--- src/rtl/iic_cfg_seq.sv ---
// Table-driven I2C configuration sequencer: walks a command ROM and drives the I2C byte driver.
// Optional feature macro CFG_READBACK_VERIFY_EN: read back and compare every WRITE entry.
module iic_cfg_seq #(
    parameter int          CLK_FRE     = 50_000_000,
    parameter int          TBL_AW      = 8,
    parameter logic [7:0]  DEV_ID0     = 8'hB2,
    parameter logic [7:0]  DEV_ID1     = 8'h56,
    parameter logic [15:0] BUSY_TO     = 16'd4096,
    parameter logic [15:0] INIT_DLY_MS = 16'd10
) (
    input  logic              clk,
    input  logic              rstn,
    input  logic              start,
    output logic [TBL_AW-1:0] tbl_addr,
    input  logic [18:0]       tbl_data,
    output logic              iic_pluse,
    output logic [7:0]        iic_device_id,
    output logic              iic_w_r,
    output logic [3:0]        iic_byte_len,
    output logic [7:0]        iic_addr,
    output logic [7:0]        iic_data_in,
    input  logic              iic_busy,
    input  logic [7:0]        iic_data_out,
    output logic              rd_valid,
    output logic [7:0]        rd_data,
    output logic              done,
    output logic              error,
    output logic [TBL_AW-1:0] err_idx
);

    // state     | meaning
    // IDLE      | after reset, waiting for start
    // INIT_WAIT | settle delay before the first fetch
    // FETCH     | ROM read latency
    // DECODE    | latch entry fields, dispatch on opcode
    // ISSUE     | raise iic_pluse, arm busy timeout
    // WAIT_H    | wait for driver to accept (busy high)
    // WAIT_L    | wait for frame end (busy low)
    // DELAY     | count programmed milliseconds
    // NEXT      | advance table index
    // DONE      | END entry reached
    // ERR       | busy timeout or readback mismatch
    typedef enum logic [3:0] {
        IDLE, INIT_WAIT, FETCH, DECODE, ISSUE, WAIT_H, WAIT_L, DELAY, NEXT, DONE, ERR
    } state_t;

    localparam logic [1:0]  OP_WRITE = 2'b00;
    localparam logic [1:0]  OP_DELAY = 2'b01;
    localparam logic [1:0]  OP_END   = 2'b11;
    localparam logic [31:0] TICK_MAX = 32'(CLK_FRE / 1000 - 1);

    state_t      state, state_nxt;
    logic [31:0] tick_cnt;
    logic        tick;
    logic [15:0] dly_rem;
    logic [15:0] to_cnt;

`ifdef CFG_READBACK_VERIFY_EN
    logic vfy;
    logic vfy_bad;
    assign vfy_bad = vfy && (iic_data_out != iic_data_in);
`endif

    assign tick         = (tick_cnt == '0);
    assign iic_byte_len = 4'd1;

    always_comb begin
        state_nxt = state;
        case (state)
            IDLE, DONE, ERR: if (start) state_nxt = INIT_WAIT;
            INIT_WAIT:       if (dly_rem == '0) state_nxt = FETCH;
            FETCH:           state_nxt = DECODE;
            DECODE: begin
                case (tbl_data[18:17])
                    OP_END:   state_nxt = DONE;
                    OP_DELAY: state_nxt = DELAY;
                    default:  state_nxt = ISSUE;
                endcase
            end
            ISSUE:           state_nxt = WAIT_H;
            WAIT_H: begin
                if (iic_busy)           state_nxt = WAIT_L;
                else if (to_cnt == '0)  state_nxt = ERR;
            end
            WAIT_L: begin
                if (!iic_busy) begin
`ifdef CFG_READBACK_VERIFY_EN
                    if (vfy_bad)               state_nxt = ERR;
                    else if (!vfy && iic_w_r)  state_nxt = ISSUE;
                    else                       state_nxt = NEXT;
`else
                    state_nxt = NEXT;
`endif
                end
            end
            DELAY:           if (dly_rem == '0) state_nxt = NEXT;
            NEXT:            state_nxt = (&tbl_addr) ? DONE : FETCH;
            default:         state_nxt = IDLE;
        endcase
    end

    always_ff @(posedge clk) begin
        if (!rstn) begin
            state         <= IDLE;
            tbl_addr      <= '0;
            iic_pluse     <= 1'b0;
            iic_device_id <= 8'd0;
            iic_w_r       <= 1'b1;
            iic_addr      <= 8'd0;
            iic_data_in   <= 8'd0;
            rd_valid      <= 1'b0;
            rd_data       <= 8'd0;
            done          <= 1'b0;
            error         <= 1'b0;
            err_idx       <= '0;
            tick_cnt      <= '0;
            dly_rem       <= '0;
            to_cnt        <= '0;
`ifdef CFG_READBACK_VERIFY_EN
            vfy           <= 1'b0;
`endif
        end else begin
            state    <= state_nxt;
            rd_valid <= 1'b0;
            tick_cnt <= tick ? TICK_MAX : tick_cnt - 32'd1;
            case (state)
                IDLE, DONE, ERR: begin
                    if (start) begin
                        tbl_addr <= '0;
                        done     <= 1'b0;
                        error    <= 1'b0;
                        dly_rem  <= INIT_DLY_MS;
                        tick_cnt <= TICK_MAX;
`ifdef CFG_READBACK_VERIFY_EN
                        vfy      <= 1'b0;
`endif
                    end
                end
                INIT_WAIT, DELAY: begin
                    if (tick && dly_rem != '0) dly_rem <= dly_rem - 16'd1;
                end
                DECODE: begin
                    // Delay length is loaded unconditionally; it only matters for DELAY entries.
                    dly_rem  <= tbl_data[15:0];
                    tick_cnt <= TICK_MAX;
                    if (!tbl_data[17]) begin
                        iic_device_id <= tbl_data[16] ? DEV_ID1 : DEV_ID0;
                        iic_w_r       <= (tbl_data[18:17] == OP_WRITE);
                        iic_addr      <= tbl_data[15:8];
                        iic_data_in   <= tbl_data[7:0];
                    end
                    if (tbl_data[18:17] == OP_END) done <= 1'b1;
                end
                ISSUE: begin
                    iic_pluse <= 1'b1;
                    to_cnt    <= BUSY_TO - 16'd1;
                end
                WAIT_H: begin
                    if (iic_busy) begin
                        iic_pluse <= 1'b0;
                    end else if (to_cnt == '0) begin
                        iic_pluse <= 1'b0;
                        error     <= 1'b1;
                        err_idx   <= tbl_addr;
                    end else begin
                        to_cnt <= to_cnt - 16'd1;
                    end
                end
                WAIT_L: begin
                    if (!iic_busy) begin
`ifdef CFG_READBACK_VERIFY_EN
                        if (vfy) begin
                            vfy <= 1'b0;
                            if (vfy_bad) begin
                                error   <= 1'b1;
                                err_idx <= tbl_addr;
                            end
                        end else if (iic_w_r) begin
                            vfy     <= 1'b1;
                            iic_w_r <= 1'b0;
                        end else begin
                            rd_data  <= iic_data_out;
                            rd_valid <= 1'b1;
                        end
`else
                        if (!iic_w_r) begin
                            rd_data  <= iic_data_out;
                            rd_valid <= 1'b1;
                        end
`endif
                    end
                end
                NEXT: begin
                    // Last table slot ends the run rather than wrapping to entry 0.
                    if (&tbl_addr) done <= 1'b1;
                    else           tbl_addr <= tbl_addr + TBL_AW'(1);
                end
                default: ;
            endcase
        end
    end

endmodule

--- config.mk ---
export PLATFORM = sky130hd
export DESIGN_NAME = iic_cfg_seq
export DESIGN_NICKNAME = d
export VERILOG_FILES = /design/src/rtl/iic_cfg_seq.sv
export SDC_FILE = /design/constraint.sdc
export NUM_CORES = 1
export LEC_CHECK = 0
export CORE_UTILIZATION = 58
export CTS_CLUSTER_SIZE = 24
export DETAILED_ROUTE_END_ITERATION = 16
export PLACE_DENSITY = 0.85
export REMOVE_ABC_BUFFERS = 1
export SLEW_MARGIN = 20
export SYNTH_ARGS = -nofsm -noshare
export SYNTH_HDL_FRONTEND = slang
export SYNTH_SLANG_ARGS = --single-unit
--- constraint.sdc ---
create_clock -name clk -period 3.7 [get_ports clk]
set_input_delay 0.74 -clock clk [delete_from_list [all_inputs] [get_ports clk]]
set_output_delay 0.74 -clock clk [all_outputs]
set_load 0.005 [all_outputs]
Word-level counts from Yosys, hierarchy flattened
Index checks and enable logic that the tools add are counted.
{ "totals": {"register_bits": 121, "latchBits": 0, "ram_bits": 0, "romBits": 0, "input_bits": 31, "elab_cells": 107, "mem_count": 0} }
{ "classes": {"addsub": 4, "multipliers": 0, "div_mod_pow": 0, "magnitude_cmp": 0, "eq_ne": 24, "shifts": 0, "muxes": 33, "bitwise_logic": 5, "reduce_logical": 26} }
{ "ops": {"columns": ["op", "count"], "rows": [
  ["$mux W16", 4],
  ["$mux W32", 2],
  ["$pmux W32 S2", 1],
  ["$pmux W16 S3", 1],
  ["$pmux W4 S9", 1],
  ["$logic_not A16 Y1", 2],
  ["$logic_not A32 Y1", 1],
  ["$pmux W16 S2", 1],
  ["$sub A16 B1 Y16 const B", 2],
  ["$sub A32 B1 Y32 const B", 1],
  ["$mux W4", 7],
  ["$mux W8", 3],
  ["$ne A2 B2 Y1 const B", 11],
  ["$eq A4 B3 Y1 const B", 4],
  ["$pmux W8 S2", 1],
  ["$reduce_bool A16 Y1", 1],
  ["$reduce_and A3 Y1", 5],
  ["$eq A4 B4 Y1 const B", 3],
  ["$add A8 B1 Y8 const B", 1],
  ["$eq A4 B2 Y1 const B", 2],
  ["$mux W1", 8],
  ["$pmux W4 S2", 1],
  ["$reduce_and A4 Y1", 2],
  ["$reduce_and A8 Y1", 1],
  ["16 further kinds", 26]
]} }

Depth between registers and ports, before layout
Gate-level depths: netlist (run 1).
{ "logic_depth": {"ltp_word": 4, "ltp_mapped": 9} }

Least setup slack after synthesis (run 1)
No wires, ideal clock.
{ "synth_timing": {"kind": "reg-to-reg", "from": "register tick_cnt[0]", "to": "register dly_rem[10]", "t_arrival_ns": 2.173, "required_time_ns": 3.570, "slack_ns": 1.396, "path_stages_with_launch": 10, "n_path_buf": 1, "synth_period_minus_slack_ns": 2.304, "path_cell_list": "dfxtp_1 -> inv_1 -> ha_1 -> or3b_2 -> or4_4 -> o21ai_4 -> nand3_2 -> buf_6 -> o211ai_2 -> o31ai_2"} }
{ "synth_via": {"elab_chain_cells": 4} }
{ "synth_rtl": {"columns": ["element", "line", "text"], "rows": [
  ["from (decl)", "53", "logic [31:0] tick_cnt;"],
  ["from (signal assigned)", "125", "tick_cnt <= tick ? TICK_MAX : tick_cnt - 32'd1;"],
  ["$logic_not A32 Y1", "64", "assign tick = (tick_cnt == '0);"],
  ["$logic_and A1 B1 Y1", "140", "if (tick && dly_rem != '0) dly_rem <= dly_rem - 16'd1;"],
  ["$ne A2 B2 Y1 (no source line)", null, null],
  ["$reduce_and A3 Y1 (no source line)", null, null],
  ["to (signal assigned)", "140", null],
  ["to (signal assigned)", "144", "dly_rem <= tbl_data[15:0];"],
  ["to (decl)", "55", "logic [15:0] dly_rem;"]
]} }
Every way passes these cells.
A chain may end at the register's enable or synchronous reset.

Final worst setup path (run 1)
{ "layout_timing": {"from": "register state[1]", "to": "register tick_cnt[19]"} }
{ "layout_via": {"elab_chain_cells": 3} }
{ "layout_rtl": {"columns": ["element", "line", "text"], "rows": [
  ["from (decl)", "52", "state_t state, state_nxt;"],
  ["from (signal assigned)", "123", "state <= state_nxt;"],
  ["$eq A4 B4 Y1 or $logic_not A4 Y1 (tied branches)", "126", "case (state)"],
  ["$reduce_or A3 Y1", "126", null],
  ["$pmux W32 S2 *", "126", null]
]} }
Mark *: on every way between the ends. The rest lies on a longest branch, timed or not.

==> results of run 1 <==
report_power, final:
part | switching, mW | internal (mW) | total [mW]
combinational | 1.11 | 0.725 | 1.84
clock | 0.559 | 1.00 | 1.56
sequential | 0.244 | 1.44 | 1.68
total | 1.92 | 3.16 | 5.08
sequential cells by signal, summed over array words and instances, names as in the netlist, 8 cells and up:
register / flops
iic_data_in: 8
tick_cnt: 32
rd_data: 8
iic_addr: 8
to_cnt: 16
dly_rem: 16
tbl_addr: 8
err_idx: 8
metrics by stage:
step           hold WS (ns)  area [um^2]  utilization  setup slack [ns]
5_1_grt               0.473         6880        0.748             0.642
4_1_cts               0.453         6870        0.747             0.910
3_3_place_gp          0.439         6310        0.686             0.689
2_1_floorplan         0.423         5320            -              1.28
6_report              0.451         6880        0.748             0.887
3_5_place_dp          0.443         6310        0.686             0.560
worst min-delay path, stage by stage, from the launching register on:
cell and delay (ns):
sky130_fd_sc_hd__dfxtp_1 0.30, sky130_fd_sc_hd__nand2_1 0.05, sky130_fd_sc_hd__a21oi_1 0.05
cells in the final DEF, fill, tap and decap left out, types with 4 or more instances in the layout:
cell type	n
sky130_fd_sc_hd__o21ai_0	15
sky130_fd_sc_hd__conb_1	6
sky130_fd_sc_hd__a21oi_1	65
sky130_fd_sc_hd__a31oi_1	6
sky130_fd_sc_hd__and2_1	4
sky130_fd_sc_hd__clkbuf_8	4
sky130_fd_sc_hd__xnor2_1	28
sky130_fd_sc_hd__clkinv_2	4
sky130_fd_sc_hd__or4_1	8
sky130_fd_sc_hd__nand2_1	81
sky130_fd_sc_hd__clkdlybuf4s50_1	81
sky130_fd_sc_hd__buf_4	5
sky130_fd_sc_hd__nor4_1	14
sky130_fd_sc_hd__a211oi_1	4
sky130_fd_sc_hd__dfxtp_1	116
sky130_fd_sc_hd__a32oi_1	4
sky130_fd_sc_hd__nand4_1	9
sky130_fd_sc_hd__ha_1	5
sky130_fd_sc_hd__nand3_1	12
sky130_fd_sc_hd__o22ai_1	6
sky130_fd_sc_hd__mux2i_1	13
sky130_fd_sc_hd__o21ai_1	7
sky130_fd_sc_hd__clkbuf_16	16
sky130_fd_sc_hd__nand2b_1	11
sky130_fd_sc_hd__xor2_1	14
sky130_fd_sc_hd__nor2_1	71
sky130_fd_sc_hd__o211ai_1	6
sky130_fd_sc_hd__or3_1	10
sky130_fd_sc_hd__a22oi_1	6
sky130_fd_sc_hd__nor3_1	24
sky130_fd_sc_hd__inv_1	12
path summary, 6_finish.rpt:
check | start | end | slack [ns] | cells past startpoint
setup / recovery | state[1]$_SDFFE_PN0P_ | tick_cnt[19]$_SDFF_PN0_ | 0.89 | 5
hold / removal | iic_addr[6]$_SDFFE_PN0P_ | iic_addr[6]$_SDFFE_PN0P_ | 0.45 | 2
setup reg to reg | state[1]$_SDFFE_PN0P_ | tick_cnt[19]$_SDFF_PN0_ | 0.89 | 5
hold reg to reg | iic_addr[6]$_SDFFE_PN0P_ | iic_addr[6]$_SDFFE_PN0P_ | 0.45 | 2
synth_stat cells (all sizes together), types with 5 or more instances:
| cell type | number | area share |
|---|---|---|
| a21oi | 66 | 0.061 |
| a22oi | 6 | 0.0082 |
| a31oi | 6 | 0.0068 |
| buf | 17 | 0.021 |
| clkbuf | 21 | 0.014 |
| dfxtp | 116 | 0.42 |
| ha | 5 | 0.011 |
| inv | 13 | 0.0089 |
| mux2i | 13 | 0.024 |
| nand2 | 81 | 0.055 |
| nand2b | 11 | 0.013 |
| nand3 | 14 | 0.015 |
| nand4 | 9 | 0.010 |
| nor2 | 71 | 0.048 |
| nor3 | 27 | 0.028 |
| nor4 | 16 | 0.021 |
| o211ai | 7 | 0.010 |
| o21ai | 23 | 0.023 |
| o22ai | 6 | 0.0068 |
| o31ai | 5 | 0.0086 |
| or3 | 10 | 0.011 |
| or4 | 11 | 0.017 |
| xnor2 | 28 | 0.045 |
| xor2 | 14 | 0.022 |
cell type report:
cell class,count,area (um^2)
sequential,116,2320
inverter,13,48.8
clock buffer,22,463
fill,663,2320
clock inverter,9,104
timing repair buffer,86,848
tap,111,139
multi-input combinational,493,2960
cell families after synthesis:
logic type / synth area share
adders and majority gates: 0.0132
muxes: 0.0237
DFF: 0.422
xor gates and xnor gates: 0.0669
buffers and inverters: 0.0446
other: 0.00137
AOI/OAI and AO/OA: 0.165
and+or+nand+nor: 0.263
per-layer routing:
layer | wire length [um] | share of wire
met3 | 740 | 0.053
met2 | 6880 | 0.50
met4 | 218 | 0.016
met5 | 0 | 0
met1 | 6050 | 0.44
==> run_results.csv, run 1 <==
group,metric,value,unit
status,outcome,"finished, final reports clean",
place,finalWeightedCongestion,0.875,
grt,grt_pass1_vias,4976,
yosys,ys_seq_area_frac,0.422,
cts,cts.sinks,116,
cts,cts_made_buffers,17,
drt,routed_via_density,6.05,
cells_and_area,diodes,0,
setup_path,slowest_delay,0.79,ns
cts,post_cts.repair.setup_buffers,0,
drt,drt_wl_total,13.9,mm
cts,cts_max_path_buffers,2,
floorplan,boundaryPins,88,
place,dp.cells,819,
timing,achievable-frequency,0.356,GHz
setup_path,timing.setup.critical_path_class,"register to register",
timing,finalHoldViolations,0,
setup_path,worst-path-max-fanout,23,
timing,worst_case_headroom_to_the_max_slew_limit,0.411,
setup_path,critPathTopFamily,"compound AO/OA/AOI/OAI gates",
setup_path,crit_path_start_kind,"register",
floorplan,initial_standard_cell_utilization_of_the_core,0.598,
yosys,postSynthAreaPerCell,8.39,um^2
grt,maximum_number_of_pins_on_one_net_before_global_route_repair,49,
cells_and_area,final_cells,850,
grt,globalRoute.totalOverflow,0,
floorplan,dieHeight,99.4,um
timing,worstMarginPinSlew,0.883,ns
grt,grt_most_used_layer,"met2",
timing,grt_setup_unrepaired,"false",
cts,cts_root_buffer,"sky130_fd_sc_hd__clkbuf_8",
floorplan,fp.coreArea,9200,um^2
yosys,synth_async_sr_flop_share,0,
cells_and_area,ratio_of_cells_with_drive_above_1_in_the_final_layout,0.0731,
cells_and_area,finish.net_count,763,
power_and_ir_drop,total_power,5.08,mW
cts,insertion_delay,0.52,ns
setup_path,critPathMostFrequentCell,"sky130_fd_sc_hd__a21oi_1",
cts,tritoncts,"done",
grt,globalRouteMet3Util,0.0682,
drt,dr_total_vias,5142,
timing,fin_crit,2.81,ns
setup_path,critical_path.slowest_cell,"sky130_fd_sc_hd__dfxtp_1",
floorplan,chipWidth,99.4,um
timing,min_period_over_period,0.760,
cts,holdBufCountCts,0,
drt,wire_per_inst,16.3,um
timing,slew_viol_final,0,
cts,cts_clk_pin_slew_worst_paths,0.06,ns
cells_and_area,synthToLayoutAreaGrowth,25.1,%
grt,antenna_found_initial,0,
setup_path,worst_endpoint_data_arrival_time,3.24,ns
place,dp_hpwl,9.20,mm
power_and_ir_drop,total_leakage_power,2.51,nW
yosys,synth_ff_type,"sky130_fd_sc_hd__dfxtp_1",
timing,finClkSkew,0.0117,ns
power_and_ir_drop,p_per_area,738,nW/um^2
grt,grt_pass1_wl,23.2,mm
yosys,postSynthCellCount,656,
job,timing.max_cap.violations,0,
yosys,synth.yosys.warnings,0,
grt,grt.met1_usage,0.361,
grt,overall_track_demand_over_capacity_in_global_routing,0.293,
setup_path,critical_path.n_buffers_inverters,0,
timing,tns,0,ns
timing,finalSetupViolations,0,
place,buffer_ports.inserted,81,
setup_path,worstPathCellList,"xor2_1, a21oi_1, o21ai_1, or3_1, a21oi_1",
drt,detail_route.iter0.violations,348,
setup_path,worst_ep_required_time,4.13,ns
hold_path,holdCritPathClass,"register to register",
drt,antenna_left,0,
yosys,synth_cell_type_count,68,
drt,drt-pass1-iter-count,5,
cts,cts_resized,0,
yosys,ys_ff_latch,116,
yosys,number_of_enable_type_register_cells_in_the_synthesized_netlist,0,
floorplan,die-area,9880,um^2
floorplan,core_rows,35,
power_and_ir_drop,power.ir.vdd_worst,474,uV
drt,detail_route.drc_violations,0,
grt,grt.met2_usage,0.494,
setup_path,critPathCaptureType,"register",
cts,cts_max_level,4,
yosys,syn-cell-area,5500,um^2
Note: power is estimated with default switching activity, not from simulation.
==> run 2, diff against run 1 <==
Settings changed: CORE_UTILIZATION 58 to 54, PLACE_DENSITY 0.85 to 0.8.
Clock period 3.7 ns to 2.8 ns, I/O delays scaled along.
==> run 2 against run 1 <==
Net effect: sequential power rose by 31%; via count is 0.64% lower; hold slack hardly changed; critical endpoint is now dly_rem[0]$_SDFFE_PN0P_; largest power group unchanged.
==> run_results.csv, run 2 (synthesized netlist as in run 1, its figures left out) <==
group,metric,value,unit
cells_and_area,largest-register,"tick_cnt",
drt,drt_wl_total,13.7,mm
cts,cts_root_buffer,"sky130_fd_sc_hd__clkbuf_8",
cts,cts_resized,0,
setup_path,worst_r2r_endpoint,"dly_rem[0]$_SDFFE_PN0P_",
grt,grt_pass1_wl,22.2,mm
timing,finalSetupViolations,0,
cts,post_cts.repair.setup_buffers,0,
drt,wire_per_inst,15.5,um
hold_path,holdCritPathClass,"register to register",
floorplan,die-area,10600,um^2
drt,routed_via_density,5.77,
drt,antenna_left,0,
job,timing.max_cap.violations,0,
timing,finalHoldViolations,0,
timing,worstMarginPinSlew,1.01,ns
cells_and_area,final.fill_count,802,
place,buffer_ports.inserted,81,
setup_path,worstPathCellList,"inv_1, ha_1, or3b_2, or4_4, o21ai_4, nand3_2, a221oi_1, a211oi_1",
drt,drt-pass1-iter-count,5,
drt,detail_route.iter0.violations,335,
timing,grt_setup_unrepaired,"false",
setup_path,worst-path-max-fanout,12,
floorplan,chipWidth,103,um
setup_path,slowest_delay,0.57,ns
cells_and_area,design_area,7020,um^2
power_and_ir_drop,power.ir.vdd_worst,713,uV
setup_path,worst_ep_required_time,3.21,ns
floorplan,boundaryPins,88,
cells_and_area,finish.net_count,776,
timing,worst_case_headroom_to_the_max_slew_limit,0.323,
timing,finalHoldWorstSlack,0.451,ns
status,outcome,"finished, final reports clean",
setup_path,critical_path.slowest_cell,"sky130_fd_sc_hd__or4_4",
place,finalWeightedCongestion,0.857,
setup_path,critPathCaptureType,"register",
grt,grt_pass1_vias,4739,
power_and_ir_drop,total_leakage_power,2.58,nW
cells_and_area,reg_top3,"tick_cnt (32), dly_rem (16), to_cnt (16)",
drt,dr_total_vias,5109,
place,placement.cell_area,6430,um^2
timing,finClkSkew,0.00590,ns
setup_path,critical_path.n_buffers_inverters,1,
cts,cts_clk_pin_slew_worst_paths,0.05,ns
setup_path,timing.setup.critical_path_class,"register to register",
cells_and_area,ratio_of_cells_with_drive_above_1_in_the_final_layout,0.0876,
hold_path,depth_of_the_worst_hold_timing_path,1,
grt,antenna_found_initial,0,
floorplan,fp.coreArea,9820,um^2
cts,insertion_delay,0.53,ns
cts,holdBufCountCts,0,
cells_and_area,layout.cells.most_common_list,"sky130_fd_sc_hd__dfxtp_1 (116), sky130_fd_sc_hd__nand2_1 (81), sky130_fd_sc_hd__clkdlybuf4s50_1 (81)",
cts,cts_max_level,4,
cells_and_area,largest_register_ff_count,32,
setup_path,crit_path_start_kind,"register",
cts,tritoncts,"done",
grt,maximum_number_of_pins_on_one_net_before_global_route_repair,29,
place,dp_hpwl,9.36,mm
cells_and_area,synthToLayoutAreaGrowth,27.5,%
cts,cts.sinks,116,
timing,min_period_over_period,0.903,
setup_path,ff2ff_path_depth,8,
floorplan,dieHeight,103,um
hold_path,sink_of_the_worst_hold_path,"tick_cnt[0]$_SDFF_PN0_",
cells_and_area,diodes,0,
setup_path,worst_endpoint_data_arrival_time,2.94,ns
timing,fin_crit,2.53,ns
setup_path,critPathTopFamily,"simple AND/OR/NAND/NOR gates",
grt,globalRoute.totalOverflow,0,
drt,detail_route.drc_violations,0,
cts,cts_made_buffers,17,
setup_path,ff2ff_setup_slack,0.27,ns
setup_path,worstReg2RegStart,"tick_cnt[0]$_SDFF_PN0_",
floorplan,core_rows,36,
grt,overall_track_demand_over_capacity_in_global_routing,0.272,
power_and_ir_drop,p_per_area,975,nW/um^2
cells_and_area,most_frequent_standard_cell_in_the_layout_excluding_fill_and_tap_cells,"sky130_fd_sc_hd__dfxtp_1",
cts,cts_max_path_buffers,2,
timing,slew_viol_final,0,
timing,tns,0,ns
timing,achievable-frequency,0.395,GHz
hold_path,hold_path.startpoint,"tick_cnt[0]$_SDFF_PN0_",
floorplan,initial_standard_cell_utilization_of_the_core,0.560,
[run 2: cell count changes in the layout (fill, tap and decap cells not counted), sizes merged]
cell,change
bufinv,+1
buf,+13
[run 2: power breakdown]
group / switching [mW] / total (mW) / internal, mW
sequential: 0.303 / 2.20 / 1.90
combinational: 1.46 / 2.51 / 1.04
clock: 0.740 / 2.13 / 1.39
total: 2.51 / 6.84 / 4.33
[run 2: worst max path at each step]
stage	start	end	depth (start not counted)	slack, ns
global route	tick_cnt[0]$_SDFF_PN0_	dly_rem[1]$_SDFFE_PN0P_	8	0.07
finish	tick_cnt[0]$_SDFF_PN0_	dly_rem[0]$_SDFFE_PN0P_	8	0.27
global placement	start	dly_rem[0]$_SDFFE_PN0P_	8	0.24
floorplan	tick_cnt[0]$_SDFF_PN0_	dly_rem[0]$_SDFFE_PN0P_	8	0.39
CTS	tick_cnt[0]$_SDFF_PN0_	dly_rem[0]$_SDFFE_PN0P_	8	0.25
detailed placement	start	dly_rem[0]$_SDFFE_PN0P_	8	0.13
[run 2: per-stage QoR]
step	std cells	total power, mW	setup WS (ns)	utilization
floorplan	622	3.94	0.393	-
global placement	854	4.58	0.241	0.655
detailed placement	854	4.67	0.128	0.655
CTS	886	6.84	0.245	0.714
global route	886	7.24	0.0728	0.714
finish	886	6.84	0.271	0.714
[run 2: cell type report]
class                           instances  area, um^2  share of cell area
Tap cell                              133         166              0.0237
Timing Repair Buffer                   99         946               0.135
Multi-Input combinational cell        493        2950               0.420
Clock inverter                         10         130              0.0185
Sequential cell                       116        2320               0.331
Clock buffer                           22         453              0.0646
Inverter                               13        48.8             0.00696
[run 2: layer usage]
layer	global-route usage	routed length, um	up-vias	share of wire
li1	-	-	2498	-
met1	0.328	5890	2432	0.43
met2	0.462	6840	157	0.50
met3	0.0793	805	22	0.059
met4	0.0986	201	0	0.015
met5	0	0	-	0
[run 2: worst reg2reg max path: cells and delay by family (launching register included)]
kind | cells | cell delay (ns)
buf+inv | 1 | 0.05
fa+ha+maj | 1 | 0.16
compound gates | 3 | 0.55
flops | 1 | 0.31
simple gates | 3 | 1.34
==> RTL edit (flow settings as in run 1) <==
Re-encode `state_t` (11 states) as one-hot, 11 bits wide.
--- a/src/rtl/iic_cfg_seq.sv
+++ b/src/rtl/iic_cfg_seq.sv
@@ -42,4 +42,4 @@
     // ERR       | busy timeout or readback mismatch
-    typedef enum logic [3:0] {
-        IDLE, INIT_WAIT, FETCH, DECODE, ISSUE, WAIT_H, WAIT_L, DELAY, NEXT, DONE, ERR
+    typedef enum logic [10:0] {
+        IDLE = 11'b00000000001, INIT_WAIT = 11'b00000000010, FETCH = 11'b00000000100, DECODE = 11'b00000001000, ISSUE = 11'b00000010000, WAIT_H = 11'b00000100000, WAIT_L = 11'b00001000000, DELAY = 11'b00010000000, NEXT = 11'b00100000000, DONE = 11'b01000000000, ERR = 11'b10000000000
     } state_t;
Check against the original RTL: no difference found for any inputs over 10 cycles, from zero or initial values and one cycle with rstn low; not proved beyond that.
==> RTL edit against run 1 <==
  * Cell area up 5.4%
  * Combinational power shrank 41%
  * Routed wire length rose by 1.3%
  * Power decreased by 15%
  * Die area grew 5.3%
  * Sequential cell count rose by 7
  * Worst setup slack worse by 0.23 ns
  * Area after synthesis increased by 5.4%
  * Core utilization shrank 0.25 points
  * Highest routed layer unchanged
==> RTL edit: results (changes against run 1) <==
Outcome - complete, no violations
Routed len/inst - 15.5 um (-5.0%)
Clock Skew - 0.00750 ns (-0.00423 ns)
Most frequent cell after synthesis - dfxtp_1
Count of cell types in the netlist - 59 (-13%)
Sequential area share after synthesis - 0.425 (+0.00267)
Hold path depth - 2 (unchanged)
Worst VDD drop - 0.472 mV (-0.39%)
Worst r2r path cells - 5 (unchanged)
Placed cells - 875 (+6.8%)
H-tree lvl count - 4 (unchanged)
First-pass GRT wire length - 23000 um (-1.1%)
Gp weighted congestion - 0.875 (about the same)
Non-clock buffering overhead - 0.123 (-0.000494)
Commonest cells in the netlist - 123 x dfxtp_1, 105 x nor2_1, 74 x nand2_1, 52 x a21oi_1, 29 x xnor2_1
Register area - 2460 um2 (+6.0%)
Avg Synthesized Cell Area - 8.40 um2 (+0.18%)
Final cell count without fillers - 907 (+6.7%)
Number of I/O port buffers - 81 (unchanged)
GRT met3 Usage - 0.0677 (-0.000450)
Number of global-route vias before repair - 4947 (-0.58%)
Area grow syn2layout - 25.1% (about the same)
Fraction of area in multi-input gates - 0.427 (-0.00232)
Switching pwr - 0.00137 W (-29%)
Multi-input gate count - 515 (+4.5%)
Min-delay worst type - register to register
Flops & latches, synth - 123 (+6.0%)
Clock Sinks - 123 (+6.0%)
Non-clock buffers - 90 (+4.7%)
Met1 Usage GRT - 0.335 (-0.0254)
Total Routing Usage GR - 0.280 (-0.0126)
Initial DRC Count - 304 (-13%)
CP required - 4.07 ns (-0.06 ns)
ClkCell Share - 0.0804 (-0.00201)
Place WS - 0.652 ns (+0.0915 ns)
Biggest register - tick_cnt
Hold Slack - 0.451 ns (+0.000371 ns)
Met2 Use GR - 0.480 (-0.0140)
Layout cells sized above 1 - 0.0775 (+0.00445)
Non-clk invs - 14 (+1)
Clock buffer count - 20 (-9.1%)
Num rows - 36 (+2.9%)
Clock-pin slew on the worst setup and hold paths - 0.06 ns (about the same)
Actual slew at the worst max-slew pin - 1.13 ns (+0.250 ns)
Max FO, Critical Path - 19 (-17%)
Leak - 2.63 nW (+4.7%)
Clock Path Buffers - 2 (unchanged)
Layout net count - 797 (+4.5%)
Placed Area - 6670 um2 (+5.8%)
# fillers - 690 (+4.1%)
Dpl hpwl - 9280 um (+0.93%)
Top cells by area, synth - dfxtp_1 42%, nor2_1 6.8%, nand2_1 4.8%, a21oi_1 4.5%, mux2i_1 4.5%
Vias/cell - 5.88 (-2.7%)
[RTL edit: cell types whose count changed after synthesis, moves of 6 or more]
cell and change:
nor2_1 +34, a21oi_1 -13, mux2i_1 +13, xor2_1 +11, nand3_1 +9, clkbuf_1 +7, dfxtp_1 +7, nand2_1 -7
o21ai_1 -7, o22ai_1 -6, or4_1 +6
[RTL edit: worst max-delay path, cell delays in order, from the launching register on]
cell and delay [ns]:
dfxtp_1 0.43, nor4_2 0.54, nand4_1 0.48, a32oi_2 1.08, mux2i_1 0.26, o21ai_0 0.10
[RTL edit: final timing paths]
kind | slack [ns] | from | to
worst max-delay path | 0.66 | state[0] | dly_rem[7]
worst min-delay path | 0.45 | iic_addr[7] | iic_addr[7]
worst max register to register | 0.66 | state[0] | dly_rem[7]
worst min register to register | 0.45 | iic_addr[7] | iic_addr[7]
[RTL edit: power by group through the flow]
| stage | logic (W) | clock network, W | registers, W |
|---|---|---|---|
| after floorplan | 0.000814 | 0 | 0.00158 |
| after global placement | 0.00101 | 0 | 0.00160 |
| after global routing | 0.00120 | 0.00171 | 0.00161 |
| after CTS | 0.00108 | 0.00164 | 0.00159 |
| after detailed placement | 0.00105 | 0 | 0.00162 |
| final | 0.00108 | 0.00163 | 0.00160 |
[RTL edit: per-layer routing]
| layer | vias to the layer above | share of wire | wire, um |
|---|---|---|---|
| li1 | 2566 | - | - |
| met1 | 2526 | 0.42 | 5860 |
| met2 | 200 | 0.50 | 7030 |
| met3 | 45 | 0.061 | 865 |
| met4 | 0 | 0.023 | 319 |
| met5 | - | 0 | 0 |
[RTL edit: kinds of logic after synthesis]
family          Yosys count  synth area share
simple gates            316             0.279
flops                   123             0.425
compound gates          108             0.114
buf+inv                  56            0.0442
xor+xnor                 54            0.0816
mux                      26            0.0449
fa+ha+maj                 5            0.0108
other cells               2           0.00130
